==> src/rtl/commit_trace_pkg.sv <==
// Shared types for the commit trace unit: record kinds, serialiser states, queue slot layout.
// Latency: n/a (types and pure functions only).
// Backpressure: n/a.
package commit_trace_pkg;

    localparam logic [1:0] REC_REG   = 2'd0;
    localparam logic [1:0] REC_LOAD  = 2'd1;
    localparam logic [1:0] REC_STORE = 2'd2;
    localparam logic [1:0] REC_HALT  = 2'd3;

    // S_IDLE doubles as "presenting the first record of the head slot", and S_POP
    // is only ever a next-state answer meaning "slot finished": both keep the
    // stream at one record per cycle across slot boundaries.
    typedef enum logic [2:0] {
        S_IDLE = 3'd0,
        S_MEM  = 3'd1,
        S_REG  = 3'd2,
        S_HALT = 3'd3,
        S_POP  = 3'd4
    } ser_state_e;

    // One captured commit. mem_data holds store data for stores, load data for loads.
    typedef struct packed {
        logic        halt;
        logic        mem_write;
        logic        mem_read;
        logic        reg_write;
        logic [2:0]  write_reg;
        logic [15:0] write_data;
        logic [15:0] mem_addr;
        logic [15:0] mem_data;
    } slot_t;

    localparam int SLOT_W = $bits(slot_t);

    // First record a slot produces: memory, then register, then halt.
    function automatic ser_state_e first_state(input slot_t s);
        if (s.mem_read || s.mem_write) return S_MEM;
        else if (s.reg_write)          return S_REG;
        else                           return S_HALT;
    endfunction

    // Record following 'cur' within the same slot; S_POP when the slot is exhausted.
    function automatic ser_state_e next_after(input ser_state_e cur, input slot_t s);
        case (cur)
            S_MEM:   return s.reg_write ? S_REG : (s.halt ? S_HALT : S_POP);
            S_REG:   return s.halt ? S_HALT : S_POP;
            default: return S_POP;
        endcase
    endfunction

endpackage

==> src/rtl/commit_fifo.sv <==
// Commit queue: DEPTH x W storage, ports push/push_data/pop/pop_data/full/empty.
// Latency: pushed entry visible on pop_data the cycle after push (show-ahead head).
// Backpressure: push ignored when full unless pop frees a slot in the same cycle.
module commit_fifo #(
    parameter int DEPTH = 8,
    parameter int W     = 8
) (
    input  logic         clk,
    input  logic         rst_n,
    input  logic         push,
    input  logic [W-1:0] push_data,
    input  logic         pop,
    output logic [W-1:0] pop_data,
    output logic         full,
    output logic         empty
);

    localparam int AW = $clog2(DEPTH);

    // Pointers carry one extra wrap bit so full and empty are distinguishable.
    logic [AW:0]  wr_ptr;
    logic [AW:0]  rd_ptr;
    logic [W-1:0] mem [DEPTH];
    logic         do_push;
    logic         do_pop;

    assign empty    = (wr_ptr == rd_ptr);
    assign full     = (wr_ptr[AW] != rd_ptr[AW]) && (wr_ptr[AW-1:0] == rd_ptr[AW-1:0]);
    assign do_pop   = pop && !empty;
    assign do_push  = push && (!full || do_pop);
    assign pop_data = mem[rd_ptr[AW-1:0]];

    always_ff @(posedge clk or negedge rst_n) begin
        if (!rst_n) begin
            wr_ptr <= '0;
            rd_ptr <= '0;
        end else begin
            if (do_push) wr_ptr <= wr_ptr + {{AW{1'b0}}, 1'b1};
            if (do_pop)  rd_ptr <= rd_ptr + {{AW{1'b0}}, 1'b1};
        end
    end

    // Storage needs no reset: the pointers alone define which entries are live.
    always_ff @(posedge clk) begin
        if (do_push) mem[wr_ptr[AW-1:0]] <= push_data;
    end

endmodule

==> src/rtl/commit_trace_unit.sv <==
// Commit trace producer: queues WB-stage commits and serialises them into REG/LOAD/STORE/HALT
//   records on a valid/ready stream; also keeps cycle, instruction and cache counters.
// Latency: first record of a commit is valid the cycle after capture; one record per cycle.
// Backpressure: rec_* held while rec_valid & ~rec_ready; trace_full asks proc to stall, and a
//   commit offered while full (with no same-cycle pop) is dropped and flags overflow.
module commit_trace_unit
    import commit_trace_pkg::*;
#(
    parameter int DEPTH = 8,
    parameter int CNT_W = 32
) (
    input  logic             clk,
    input  logic             rst_n,
    input  logic             cm_valid,
    input  logic             cm_reg_write,
    input  logic [2:0]       cm_write_reg,
    input  logic [15:0]      cm_write_data,
    input  logic             cm_mem_read,
    input  logic             cm_mem_write,
    input  logic [15:0]      cm_mem_addr,
    input  logic [15:0]      cm_mem_din,
    input  logic [15:0]      cm_mem_dout,
    input  logic             cm_halt,
    input  logic             ic_req,
    input  logic             ic_hit,
    input  logic             dc_req,
    input  logic             dc_hit,
    output logic             rec_valid,
    input  logic             rec_ready,
    output logic [1:0]       rec_kind,
    output logic [15:0]      rec_a,
    output logic [15:0]      rec_b,
    output logic             trace_full,
    output logic             overflow,
    output logic             halted,
    output logic             done,
    output logic [CNT_W-1:0] cycle_count,
    output logic [CNT_W-1:0] inst_count,
    output logic [CNT_W-1:0] ic_req_cnt,
    output logic [CNT_W-1:0] ic_hit_cnt,
    output logic [CNT_W-1:0] dc_req_cnt,
    output logic [CNT_W-1:0] dc_hit_cnt
);

    localparam logic [CNT_W-1:0] ONE = {{(CNT_W-1){1'b0}}, 1'b1};

    function automatic logic [CNT_W-1:0] sat_inc(input logic [CNT_W-1:0] v, input logic en);
        return (en && !(&v)) ? v + ONE : v;
    endfunction

    // ---------------- capture ----------------
    slot_t      in_slot;
    slot_t      head;
    logic       live;
    logic       any_flag;
    logic       push;
    logic       pop;
    logic       empty;
    ser_state_e state_q;
    ser_state_e state_d;
    ser_state_e cur;

    assign live     = cm_valid && !halted;
    assign any_flag = cm_reg_write || cm_mem_read || cm_mem_write || cm_halt;
    // A pop in the same cycle makes room, so a full queue does not drop that commit.
    assign push     = live && any_flag && (!trace_full || pop);

    always_comb begin
        in_slot            = '0;
        in_slot.halt       = cm_halt;
        in_slot.mem_write  = cm_mem_write;
        in_slot.mem_read   = cm_mem_read;
        in_slot.reg_write  = cm_reg_write;
        in_slot.write_reg  = cm_write_reg;
        in_slot.write_data = cm_write_data;
        in_slot.mem_addr   = cm_mem_addr;
        in_slot.mem_data   = cm_mem_write ? cm_mem_din : cm_mem_dout;
    end

    commit_fifo #(
        .DEPTH (DEPTH),
        .W     (SLOT_W)
    ) u_fifo (
        .clk       (clk),
        .rst_n     (rst_n),
        .push      (push),
        .push_data (in_slot),
        .pop       (pop),
        .pop_data  (head),
        .full      (trace_full),
        .empty     (empty)
    );

    // ---------------- status and counters ----------------
    always_ff @(posedge clk or negedge rst_n) begin
        if (!rst_n) begin
            overflow    <= 1'b0;
            halted      <= 1'b0;
            cycle_count <= '0;
            inst_count  <= '0;
            ic_req_cnt  <= '0;
            ic_hit_cnt  <= '0;
            dc_req_cnt  <= '0;
            dc_hit_cnt  <= '0;
        end else begin
            if (live && any_flag && trace_full && !pop) overflow <= 1'b1;
            if (push && cm_halt)                         halted   <= 1'b1;
            // Counters freeze once halted, so the HALT record can read them live.
            cycle_count <= sat_inc(cycle_count, !halted);
            inst_count  <= sat_inc(inst_count, live && (cm_halt || cm_reg_write || cm_mem_write));
            ic_req_cnt  <= sat_inc(ic_req_cnt, !halted && ic_req);
            ic_hit_cnt  <= sat_inc(ic_hit_cnt, !halted && ic_hit);
            dc_req_cnt  <= sat_inc(dc_req_cnt, !halted && dc_req);
            dc_hit_cnt  <= sat_inc(dc_hit_cnt, !halted && dc_hit);
        end
    end

    // ---------------- serialiser ----------------
    always_ff @(posedge clk or negedge rst_n) begin
        if (!rst_n) state_q <= S_IDLE;
        else        state_q <= state_d;
    end

    assign rec_valid = !empty;
    assign cur       = (state_q == S_IDLE) ? first_state(head) : state_q;
    assign done      = halted && empty && (state_q == S_IDLE);

    always_comb begin
        state_d = state_q;
        pop     = 1'b0;
        if (rec_valid && rec_ready) begin
            if (next_after(cur, head) == S_POP) begin
                // Last record of the slot: dequeue on this handshake.
                pop     = 1'b1;
                state_d = S_IDLE;
            end else begin
                state_d = next_after(cur, head);
            end
        end
    end

    always_comb begin
        rec_kind = REC_REG;
        rec_a    = '0;
        rec_b    = '0;
        if (rec_valid) begin
            case (cur)
                S_MEM: begin
                    rec_kind = head.mem_write ? REC_STORE : REC_LOAD;
                    rec_a    = head.mem_addr;
                    rec_b    = head.mem_data;
                end
                S_REG: begin
                    rec_kind = REC_REG;
                    rec_a    = {13'b0, head.write_reg};
                    rec_b    = head.write_data;
                end
                default: begin
                    rec_kind = REC_HALT;
                    rec_a    = inst_count[15:0];
                    rec_b    = cycle_count[15:0];
                end
            endcase
        end
    end

endmodule

==> config.mk <==
export PLATFORM = sky130hd
export DESIGN_NAME = commit_trace_unit
export DESIGN_NICKNAME = d
export VERILOG_FILES = /design/src/rtl/commit_trace_pkg.sv /design/src/rtl/commit_fifo.sv /design/src/rtl/commit_trace_unit.sv
export SDC_FILE = /design/constraint.sdc
export NUM_CORES = 1
export LEC_CHECK = 0
export ABC_AREA = 1
export ABC_CLOCK_PERIOD_IN_PS = 4100
export CAP_MARGIN = 20
export CORE_MARGIN = 5
export CORE_UTILIZATION = 39
export CTS_CLUSTER_DIAMETER = 80
export DETAILED_ROUTE_END_ITERATION = 12
export HOLD_SLACK_MARGIN = 0.12
export SETUP_SLACK_MARGIN = 0.02
export SYNTH_ARGS = -nofsm -noshare
export SYNTH_HDL_FRONTEND = slang
export SYNTH_SLANG_ARGS = --single-unit
==> constraint.sdc <==
create_clock -name clk -period 4.1 [get_ports clk]
set_input_delay 0.82 -clock clk [delete_from_list [all_inputs] [get_ports clk]]
set_output_delay 0.82 -clock clk [all_outputs]
set_load 0.005 [all_outputs]
### Word level (Yosys, flattened, before mapping)

Memories as Yosys holds them, arrays and structs flattened.
Cells that the tools add are included.

| storage, ports and cells | value |
|---|---|
| memories | 1 |
| bits in writable memories | 440 |
| output and inout port bits | 231 |
| register bits after elaboration | 205 |

Memory list:

| memory | words | bits a word | rd ports | clocked after memory_dff | wr ports | RTL line | RTL |
|---|---|---|---|---|---|---|---|
| u_fifo.mem | 8 | 55 | 1 | 0 | 1 | commit_fifo.sv:23 | `logic [W-1:0] mem [DEPTH];` |

| cells by class | value |
|---|---|
| $add $sub $neg | 8 |
| multiplexer cells | 20 |
| reduce and logical (&&, ||, !) cells | 48 |
| eq/ne operators | 6 |

Operator list:

| operator | count |
|---|---|
| 32-bit by 1-bit adder with 32-bit output, second input constant | 6 |
| 32-bit AND reduction | 6 |
| 16-bit one-hot mux with 2 select lines | 2 |
| 16-bit 2-to-1 mux | 3 |
| 1-bit logical AND | 23 |
| 3-bit 2-to-1 mux | 5 |
| 1-bit logical NOT | 10 |
| 4-bit by 1-bit adder with 4-bit output, second input constant | 2 |
| 1-bit logical OR | 8 |
| 2-bit 2-to-1 mux | 3 |
| 3-bit one-hot mux with 2 select lines | 1 |
| 1-bit 2-to-1 mux | 5 |
| 4-bit == test | 1 |
| 2-bit one-hot mux with 2 select lines | 1 |
| 3-bit by 1-bit == test with 1-bit output, second input constant | 1 |
| 3-bit by 2-bit == test with 1-bit output, second input constant | 1 |
| 3-bit == test | 1 |
| 3-bit == test, second input constant | 1 |
| 3-bit logical NOT | 1 |
| 1-bit inequality test | 1 |

### Logic depth before layout (Yosys ltp)

Gate-level depths: netlist (run 1).
An unclocked memory read counts as a cell.

| logic depth | value |
|---|---|
| depth in word-level cells | 15 |
| depth in mapped cells | 16 |
| depth with buffers taken out | 15 |

### By module

A second synthesis (run 1) with hierarchy kept.

| unflattened totals | value |
|---|---|
| cells, all modules | 3562 |
| area total of the unflattened synthesis | 31328.8 µm² |

Modules (own cells, without submodules):

| module | times used | cells each | area each (µm²) |
|---|---|---|---|
| commit_fifo | 1 | 1322 | 17488.0 |
| commit_trace_unit | 1 | 2240 | 13840.8 |

### Worst setup path after synthesis (run 1)

OpenSTA, ideal clock, no wires.

| timing path | value |
|---|---|
| path type | input -> register |
| start | input port cm_mem_write |
| end | memory u_fifo.mem[2][0] (netlist name), enable pin |
| setup slack | -230 ps |
| cell stages on the path | 6 |
| data arrival time | 3862 ps |
| path buffers | 1 |
| data required time | 3632 ps |
| cells stage by stage | buf_2 inv_2 a21oi_1 a31o_2 nand3_2 nor2_1 |

| on the way | value |
|---|---|
| word-level cells in the longest chain between the ends | 7 |

Ends and longest elaborated chain:

| element | RTL line | RTL |
|---|---|---|
| start: declaration | commit_trace_unit.sv:19 | `input logic cm_mem_write,` |
| 1-bit logical OR (2 in series) | commit_trace_unit.sv:64 | `assign any_flag = cm_reg_write \|\| cm_mem_read \|\| cm_mem_write \|\| cm_halt;` |
| 1-bit logical AND (2 in series) | commit_trace_unit.sv:66 | `assign push = live && any_flag && (!trace_full \|\| pop);` |
| 1-bit logical AND | commit_fifo.sv:30 | `assign do_push = push && (!full \|\| do_pop);` |
| 1-bit 2-to-1 mux | commit_fifo.sv:45 | `if (do_push) mem[wr_ptr[AW-1:0]] <= push_data;` |
| 1-bit 2-to-1 mux (not written as such) | commit_fifo.sv:45 |  |
| end: declaration | commit_fifo.sv:23 |  |

No other way between the ends.

### Final worst setup path (run 1)

| timing path | value |
|---|---|
| start | register u_fifo.rd_ptr[0] |
| end | output port rec_b[6] |

| on the way | value |
|---|---|
| word-level cells in the longest chain between the ends | 7 |
| elaborated cells between the ends (all ways) | 10 |

Ends and longest elaborated chain:

| element | RTL line | RTL |
|---|---|---|
| start: declaration | commit_fifo.sv:22 | `logic [AW:0] rd_ptr;` |
| start signal: assignment | commit_fifo.sv:39 | `if (do_pop) rd_ptr <= rd_ptr + {{AW{1'b0}}, 1'b1};` |
| memory read 8 x 55 bit | n/a |  |
| 1-bit 2-to-1 mux or 1-bit logical OR (tied branches) | commit_trace_pkg.sv:39, commit_trace_pkg.sv:38 |  |
| 2-bit 2-to-1 mux | commit_trace_pkg.sv:38 | `if (s.mem_read \|\| s.mem_write) return S_MEM;` |
| 3-bit 2-to-1 mux | commit_trace_unit.sv:125 | `assign cur = (state_q == S_IDLE) ? first_state(head) : state_q;` |
| 3-bit by 2-bit == test with 1-bit output or 3-bit by 1-bit == test with 1-bit output (tied branches) | commit_trace_unit.sv:147 | `case (cur)` |
| 16-bit one-hot mux with 2 select lines | commit_trace_unit.sv:147 |  |
| 16-bit 2-to-1 mux (*) | commit_trace_unit.sv:146 | `if (rec_valid) begin` |
| end: declaration | commit_trace_unit.sv:32 | `output logic [15:0] rec_b,` |

Mark *: on every way between the ends. The rest lies on a longest branch, timed or not.

==> flow_summary.json, run 1 <==
{
  "rsz0062_at_grt": "yes",
  "synth.distinct_cells": 44,
  "place.port_buffers": 309,
  "vias": 22400,
  "fin_nets": 3260,
  "p_total_mw": 20.2,
  "num-fill-cells": 6622,
  "syn_to_final_growth_pct": 24.9,
  "fin_crit_ns": 3.99,
  "overflow": 0,
  "drv_cap": 0,
  "drc": 0,
  "status": "finished, final reports clean",
  "clk_pin_slew_ns": 0.06,
  "slowest_delay_ns": 0.57,
  "ys_seq_area_share_pct": 62.7,
  "coreArea_um2": 74400,
  "period_share_pct": 97.3,
  "finalHoldViolCount": 0,
  "h-tree-depth": 3,
  "crit_chain": "buf_6, nand2_1, nand3_1, nand3_1, nand2_2, inv_1, nand3_2, nand2_2, nor2_4, buf_12, nor2_4, buf_4, clkbuf_16, a21oi_1, nor2_1, dlygate4sd2_1",
  "cts.sinks": 645,
  "synth_ff_type": "edfxtp_1",
  "tightestPinTransition_ns": 0.717,
  "rows": 100,
  "skew_ns": 0.0199,
  "start_util_pct": 39.3,
  "die_w_um": 284,
  "max_freq_mhz": 251,
  "wl_per_cell_um": 20.7,
  "crit_arrival_ns": 3.17,
  "hold_class": "flop to flop",
  "end_kind": "output port",
  "grt_util_all_layers_pct": 20.6,
  "ant_nets": 0,
  "critPathMaxFanout": 16,
  "first_global_vias": 22000,
  "start_kind": "flop",
  "slew_headroom_pct": 51.9,
  "final_common_cell": "nand2_1",
  "avgSynthCellArea_um2": 10.4,
  "post-dp-hpwl_um": 57100,
  "crit_slowest_cell": "dfrtp_4",
  "fin_util_pct": 49.1,
  "first_iter_violations": 1893,
  "final_cell_mix": "844 x nand2_1, 440 x edfxtp_1, 274 x clkdlybuf4s50_1",
  "synthSimpleGateAreaFrac_pct": 20.7,
  "drive_gt1_share_pct": 8.67,
  "power.leakage_nw": 14.2,
  "gp_congestion": 0.931,
  "setup_violations": 0,
  "vdd_drop_max_v": 0.000418,
  "muxShareOfSynthArea_pct": 0,
  "syn_area_um2": 29200,
  "cts_tree": "built",
  "async_flop_share_pct": 31.8,
  "critPathKind": "flop to output port",
  "wirelength_um": 87100,
  "synth_fa_ha_area_share_pct": 0.342,
  "root_buffer": "clkbuf_16",
  "synth_top_family_by_area": "simple AND/OR/NAND/NOR gates",
  "clkLatencyLatePin_ns": 0.62,
  "antenna_found_initial": 8,
  "syn-num-nets": 2907,
  "power_density_nw_per_um2": 553,
  "die_h_um": 284,
  "yosys_warnings": 0,
  "cts_buffers": 71,
  "slew_violations": 0,
  "routed_via_density": 5.33,
  "final_cell_count_no_fill": 4202,
  "top_layer": "met5",
  "grt_max_degree": 123,
  "grt_pass1_wl_um": 131000,
  "worst-endpoint-required_ns": 3.28,
  "met3_length_um": 6500,
  "netlist_instances": 2820,
  "dr_wl_met2_um": 40000,
  "synth_seq_cells": 645,
  "wl_met1_um": 38300,
  "die-area_um2": 80600,
  "synth_edf_count": 440,
  "placed_cells": 4036,
  "drt-pass1-iter-count": 6,
  "cts_buffer_depth": 3,
  "synth_compound_area_share_pct": 6.16,
  "synth_xor_area_share_pct": 5.57,
  "num_io_pins": 310
}
==> worst max-delay path, delay by kind of cell (launching register included) <==
| family | cells | cell delay, ns |
|---|---|---|
| buffers and inverters | 6 | 1.01 |
| DFF | 1 | 0.57 |
| and+or+nand+nor | 9 | 0.86 |
| AOI/OAI and AO/OA | 1 | 0.09 |
==> path summary, 6_finish.rpt <==
path                                                   start                            to  slack, ns  cells past startpoint
worst max-delay path            u_fifo.rd_ptr[0]$_DFFE_PN0P_                      rec_b[6]       0.11                     16
min in group asynchronous                              rst_n    ic_hit_cnt[11]$_DFFE_PN0P_       0.66                      2
worst max register to register  u_fifo.rd_ptr[0]$_DFFE_PN0P_   u_fifo.mem[4][15]$_DFFE_PP_       0.77                     11
max in group asynchronous                              rst_n  u_fifo.rd_ptr[2]$_DFFE_PN0P_       2.40                      4
worst min register to register          overflow$_DFFE_PN0P_          overflow$_DFFE_PN0P_       0.48                      1
worst min-delay path                    overflow$_DFFE_PN0P_          overflow$_DFFE_PN0P_       0.48                      1
==> power by group <==
part           total, mW  switching (mW)  leakage [nW]  internal [mW]
Combinational       6.63            4.12          6.49           2.51
Sequential          7.07          0.0571          6.57           7.02
Clock               6.50            2.66          1.17           3.83
==> layer usage <==
metal | vias to the layer above | track usage [%]
met5 | - | 0
met1 | 11000 | 28.7
met2 | 841 | 32.7
li1 | 10400 | -
met4 | 12 | 5.88
met3 | 156 | 4.67
==> registers in the layout, summed over array words and instances (netlist names) <==
| register | flops |
|---|---|
| u_fifo.mem | 440 |
| halted | 1 |
| ic_hit_cnt | 32 |
| u_fifo.rd_ptr | 4 |
| ic_req_cnt | 32 |
| cycle_count | 32 |
| state_q | 3 |
| inst_count | 32 |
| dc_hit_cnt | 32 |
| dc_req_cnt | 32 |
| overflow | 1 |
| u_fifo.wr_ptr | 4 |
==> logic make-up (layout without fill, tap and decap cells) <==
family | count (synthesis) | after routing
AND/OR/NAND/NOR | 1412 | 1412
flip-flops | 645 | 645
buffers and inverters | 296 | 707
AO/OA/AOI/OAI | 273 | 273
XOR/XNOR | 186 | 186
adder cells (fa/ha/maj) | 8 | 8
other | 0 | 2
==> final cells by class <==
class / count / area, um^2 / share of cell area [%]
clock inverter: 47 / 483 / 1.32
timing repair buffer: 390 / 4080 / 11.2
antenna: 2 / 5.00 / 0.0137
multi-input combinational: 1879 / 9760 / 26.7
sequential: 645 / 18300 / 50.2
inverter: 185 / 712 / 1.95
timing repair inverter: 1 / 8.76 / 0.0240
tap: 969 / 1210 / 3.32
clock buffer: 84 / 1930 / 5.28
==> what timing repair did <==
action                                 4_1_cts  5_1_grt
pin swaps                                    0       10
setup endpoints to repair                   35       10
resized for setup                           58       20
hold buffers                                 0        1
gates cloned                                 1        6
endpoints found under the hold margin        0       24
buffers inserted                             5       19
==> metrics by stage <==
| stage | worst slack (ns) | cell area, um^2 | setup TNS, ns | hold slack, ns |
|---|---|---|---|---|
| 6_report | 0.112 | 36500 | 0 | 0.484 |
| 5_1_grt | -0.0319 | 36500 | -0.160 | 0.514 |
| 4_1_cts | -0.0381 | 36100 | -0.0408 | 0.386 |
| 3_5_place_dp | 0.310 | 33600 | 0 | 0.470 |
| 3_3_place_gp | 0.345 | 33600 | 0 | 0.474 |
| 2_1_floorplan | -0.230 | 29300 | -38.00 | 0.468 |
==> cells in the mapped netlist, types with 2 or more instances <==
master    number  area, um^2
a21oi_1      137         686
a32o_1        76         761
buf_1         13        48.8
buf_2         31         155
buf_4         14         105
buf_6         10         113
buf_8          3        45.0
clkbuf_1      40         150
dfrtp_1      205        5130
edfxtp_1     440       13200
ha_1           8         100
inv_1        176         661
inv_2          9        33.8
nand2_1      850        3190
nand2_2        6        37.5
nand2_4        3        33.8
nand3_1      113         566
nand3_2        4        40.0
nand3b_1       2        15.0
nand4_1       85         532
nor2_1       207         777
nor2_2         6        37.5
nor2_4         2        22.5
nor3_1        89         445
nor3_2         5        50.1
nor3b_1        7        52.6
nor4_1        23         144
nor4_2         5        62.6
o21ai_0       38         190
o21ai_1        3        15.0
o31ai_1       13        97.6
xnor2_1       54         473
xor2_1       132        1160
Note: power is estimated with default switching activity, not from simulation.
==> run 2: changes to the inputs <==
--- a/config.mk
+++ b/config.mk
@@ -6,13 +6,14 @@
 export NUM_CORES = 1
 export LEC_CHECK = 0
 export ABC_AREA = 1
-export ABC_CLOCK_PERIOD_IN_PS = 4100
+export ABC_CLOCK_PERIOD_IN_PS = 3400
 export CAP_MARGIN = 20
 export CORE_MARGIN = 5
-export CORE_UTILIZATION = 39
+export CORE_UTILIZATION = 52
 export CTS_CLUSTER_DIAMETER = 80
 export DETAILED_ROUTE_END_ITERATION = 12
 export HOLD_SLACK_MARGIN = 0.12
+export PLACE_DENSITY = 0.77
 export SETUP_SLACK_MARGIN = 0.02
 export SYNTH_ARGS = -nofsm -noshare
 export SYNTH_HDL_FRONTEND = slang
==> constraint.sdc (replaced) <==
create_clock -name clk -period 3.4 [get_ports clk]
set_input_delay 0.68 -clock clk [delete_from_list [all_inputs] [get_ports clk]]
set_output_delay 0.68 -clock clk [all_outputs]
set_load 0.005 [all_outputs]
==> run 2 against run 1 <==
  * The flow now finishes with violations (setup timing)
  * Clock skew is 0.0052 ns higher
  * Non-clock buffer count is 25 higher
  * Critical path depth is 1 higher
  * Via count is 3.7% higher
  * First-iteration DRC count is 35% higher
  * Flip-flop and latch count stayed put
  * Critical endpoint is now rec_a[15]
  * Largest power group is now combinational logic
  * Highest routed layer is now met4
==> flow_summary.json, run 2 (same netlist as run 1, synthesis figures left out) <==
{
  "met3_usage_pct": 6.18,
  "rr_worst_depth": 14,
  "r2r_end": "u_fifo.mem[6][4]$_DFFE_PP_",
  "die-area_um2": 61100,
  "num-fill-cells": 4150,
  "slowest_delay_ns": 0.58,
  "start_util_pct": 52.2,
  "fin_nets": 3282,
  "die_w_um": 247,
  "wl_per_cell_um": 21.1,
  "critPathKind": "flop to output port",
  "place.port_buffers": 309,
  "wirelength_um": 84600,
  "max_freq_mhz": 273,
  "grt_max_degree": 92,
  "setup_ws_ns": -0.260,
  "cts.sinks": 645,
  "whs_ns": 0.133,
  "start_kind": "flop",
  "grt_pass1_wl_um": 129000,
  "cp_top_family": "buffers and inverters",
  "fin_crit_ns": 3.66,
  "hold_class": "input pin to async pin",
  "rows": 87,
  "end_kind": "output port",
  "coreArea_um2": 56100,
  "clkLatencyLatePin_ns": 0.62,
  "drv_cap": 0,
  "syn_to_final_growth_pct": 25.5,
  "power.leakage_nw": 14.4,
  "cts_tree": "built",
  "crit_slowest_cell": "dfrtp_4",
  "ant_nets": 0,
  "num_io_pins": 310,
  "cts_buffers": 68,
  "grt_use_met2_pct": 43.3,
  "setup_violations": 34,
  "ctsHoldBuffers": 0,
  "crit_chain": "buf_12, nand2_4, nand3_2, nand3_2, nand2_4, inv_2, nand3_2, nand2_2, nor2_4, buf_6, nor2_4, buf_6, buf_12, buf_4, nand2_4, a21oi_2, buf_2",
  "critPathMaxFanout": 6,
  "failed_checks": "setup timing",
  "setup_tns_ns": -6.52,
  "gp_congestion": 0.972,
  "root_buffer": "clkbuf_16",
  "drive_gt1_share_pct": 12.2,
  "antenna_found_initial": 5,
  "slew_violations": 0,
  "busiest_layer": "met2",
  "power_density_nw_per_um2": 675,
  "clk_pin_slew_ns": 0.06,
  "overflow": 0,
  "crit_arrival_ns": 2.98,
  "post-dp-hpwl_um": 55300,
  "final_common_cell": "nand2_1",
  "first_iter_violations": 2553,
  "slew_headroom_pct": 20.8,
  "drt-pass1-iter-count": 7,
  "timing.critical_path.buf_inv": 7,
  "rr_startpoint": "u_fifo.rd_ptr[0]$_DFFE_PN0P_",
  "tightestPinTransition_ns": 1.18,
  "skew_ns": 0.0252,
  "h-tree-depth": 3,
  "final_cell_count_no_fill": 4009,
  "die_h_um": 247,
  "final_cell_mix": "815 x nand2_1, 440 x edfxtp_1, 271 x clkdlybuf4s50_1",
  "first_global_vias": 22500,
  "vias": 23200,
  "vdd_drop_max_v": 0.000771,
  "largest_reg_flops": 440,
  "placed_cells": 3850,
  "cts_buffer_depth": 3,
  "period_share_pct": 108,
  "finalHoldViolCount": 0,
  "worst-endpoint-required_ns": 2.72,
  "rrSetupSlack_ns": 0.21,
  "rsz0062_at_grt": "yes",
  "grt_util_all_layers_pct": 27.0,
  "grt.met1_usage_pct": 36.7,
  "status": "finished with violations",
  "routed_via_density": 5.79,
  "drc": 0
}
## run 2: changes by cell type in the layout (fill, tap and decap cells not counted), moves of 15 or more
cell,previous run,this run
nand2_1,844,815
buf_2,0,32
a21oi_1,128,105
nand2_4,4,19
dlygate4sd2_1,27,1
## run 2: worst register-to-register path: cells and delay by family (launching register included)
kind	cells	cell delay, ns
AOI/OAI and AO/OA	1	0.16
DFF	1	0.55
buffers and inverters	4	0.88
and+or+nand+nor	9	1.25
## run 2: worst max-delay path by stage
stage,cells after the start,startpoint,to
CTS,11,u_fifo.rd_ptr[0]$_DFFE_PN0P_,rec_b[2]
detailed placement,8,u_fifo.rd_ptr[0]$_DFFE_PN0P_,rec_kind[0]
global placement,15,u_fifo.rd_ptr[0]$_DFFE_PN0P_,rec_b[15]
finish,17,u_fifo.rd_ptr[0]$_DFFE_PN0P_,rec_a[15]
floorplan,13,u_fifo.rd_ptr[0]$_DFFE_PN0P_,u_fifo.mem[0][0]$_DFFE_PP_
global route,17,u_fifo.rd_ptr[0]$_DFFE_PN0P_,rec_a[12]
## run 2: final cells by class
| class | count | area, um^2 | share of cell area, % |
|---|---|---|---|
| diodes | 5 | 12.5 | 0.0341 |
| clock buffers | 92 | 1860 | 5.08 |
| clock inverters | 31 | 303 | 0.825 |
| inverters | 185 | 704 | 1.92 |
| multi-input cells | 1879 | 10200 | 27.7 |
| flip-flops and latches | 645 | 18300 | 50.0 |
| well taps | 756 | 946 | 2.58 |
| repair buffers | 415 | 4330 | 11.8 |
| repair inverters | 1 | 11.3 | 0.0307 |
## run 2: report_power, final
part / total [mW] / internal (mW) / switching (mW)
clock network: 7.18 / 4.12 / 3.07
registers: 8.53 / 8.46 / 0.0708
logic: 9.06 / 3.60 / 5.46
## run 2: layer usage
layer | share of wire, % | vias up
met5 | 0 | -
met4 | 3.0 | 0
met3 | 10 | 212
met2 | 47 | 1305
met1 | 39 | 11300
li1 | - | 10400
## run 2: stage by stage
stage	cell area, um^2	power, mW	setup slack, ns	util [%]
floorplan	29300	13.0	-0.892	-
global placement	33600	15.9	0.0221	60.0
detailed placement	33600	16.0	0.0459	60.0
CTS	36400	24.2	-0.192	64.9
global route	36700	25.8	-0.365	65.5
finish	36700	24.8	-0.260	65.5
## run 2: timing repair
item	in CTS	in global routing
setup buffers	14	10
setup endpoints to repair	37	37
pin swaps	66	33
gates resized for setup	251	51
cloned	8	0
endpoints found under the hold margin	0	0
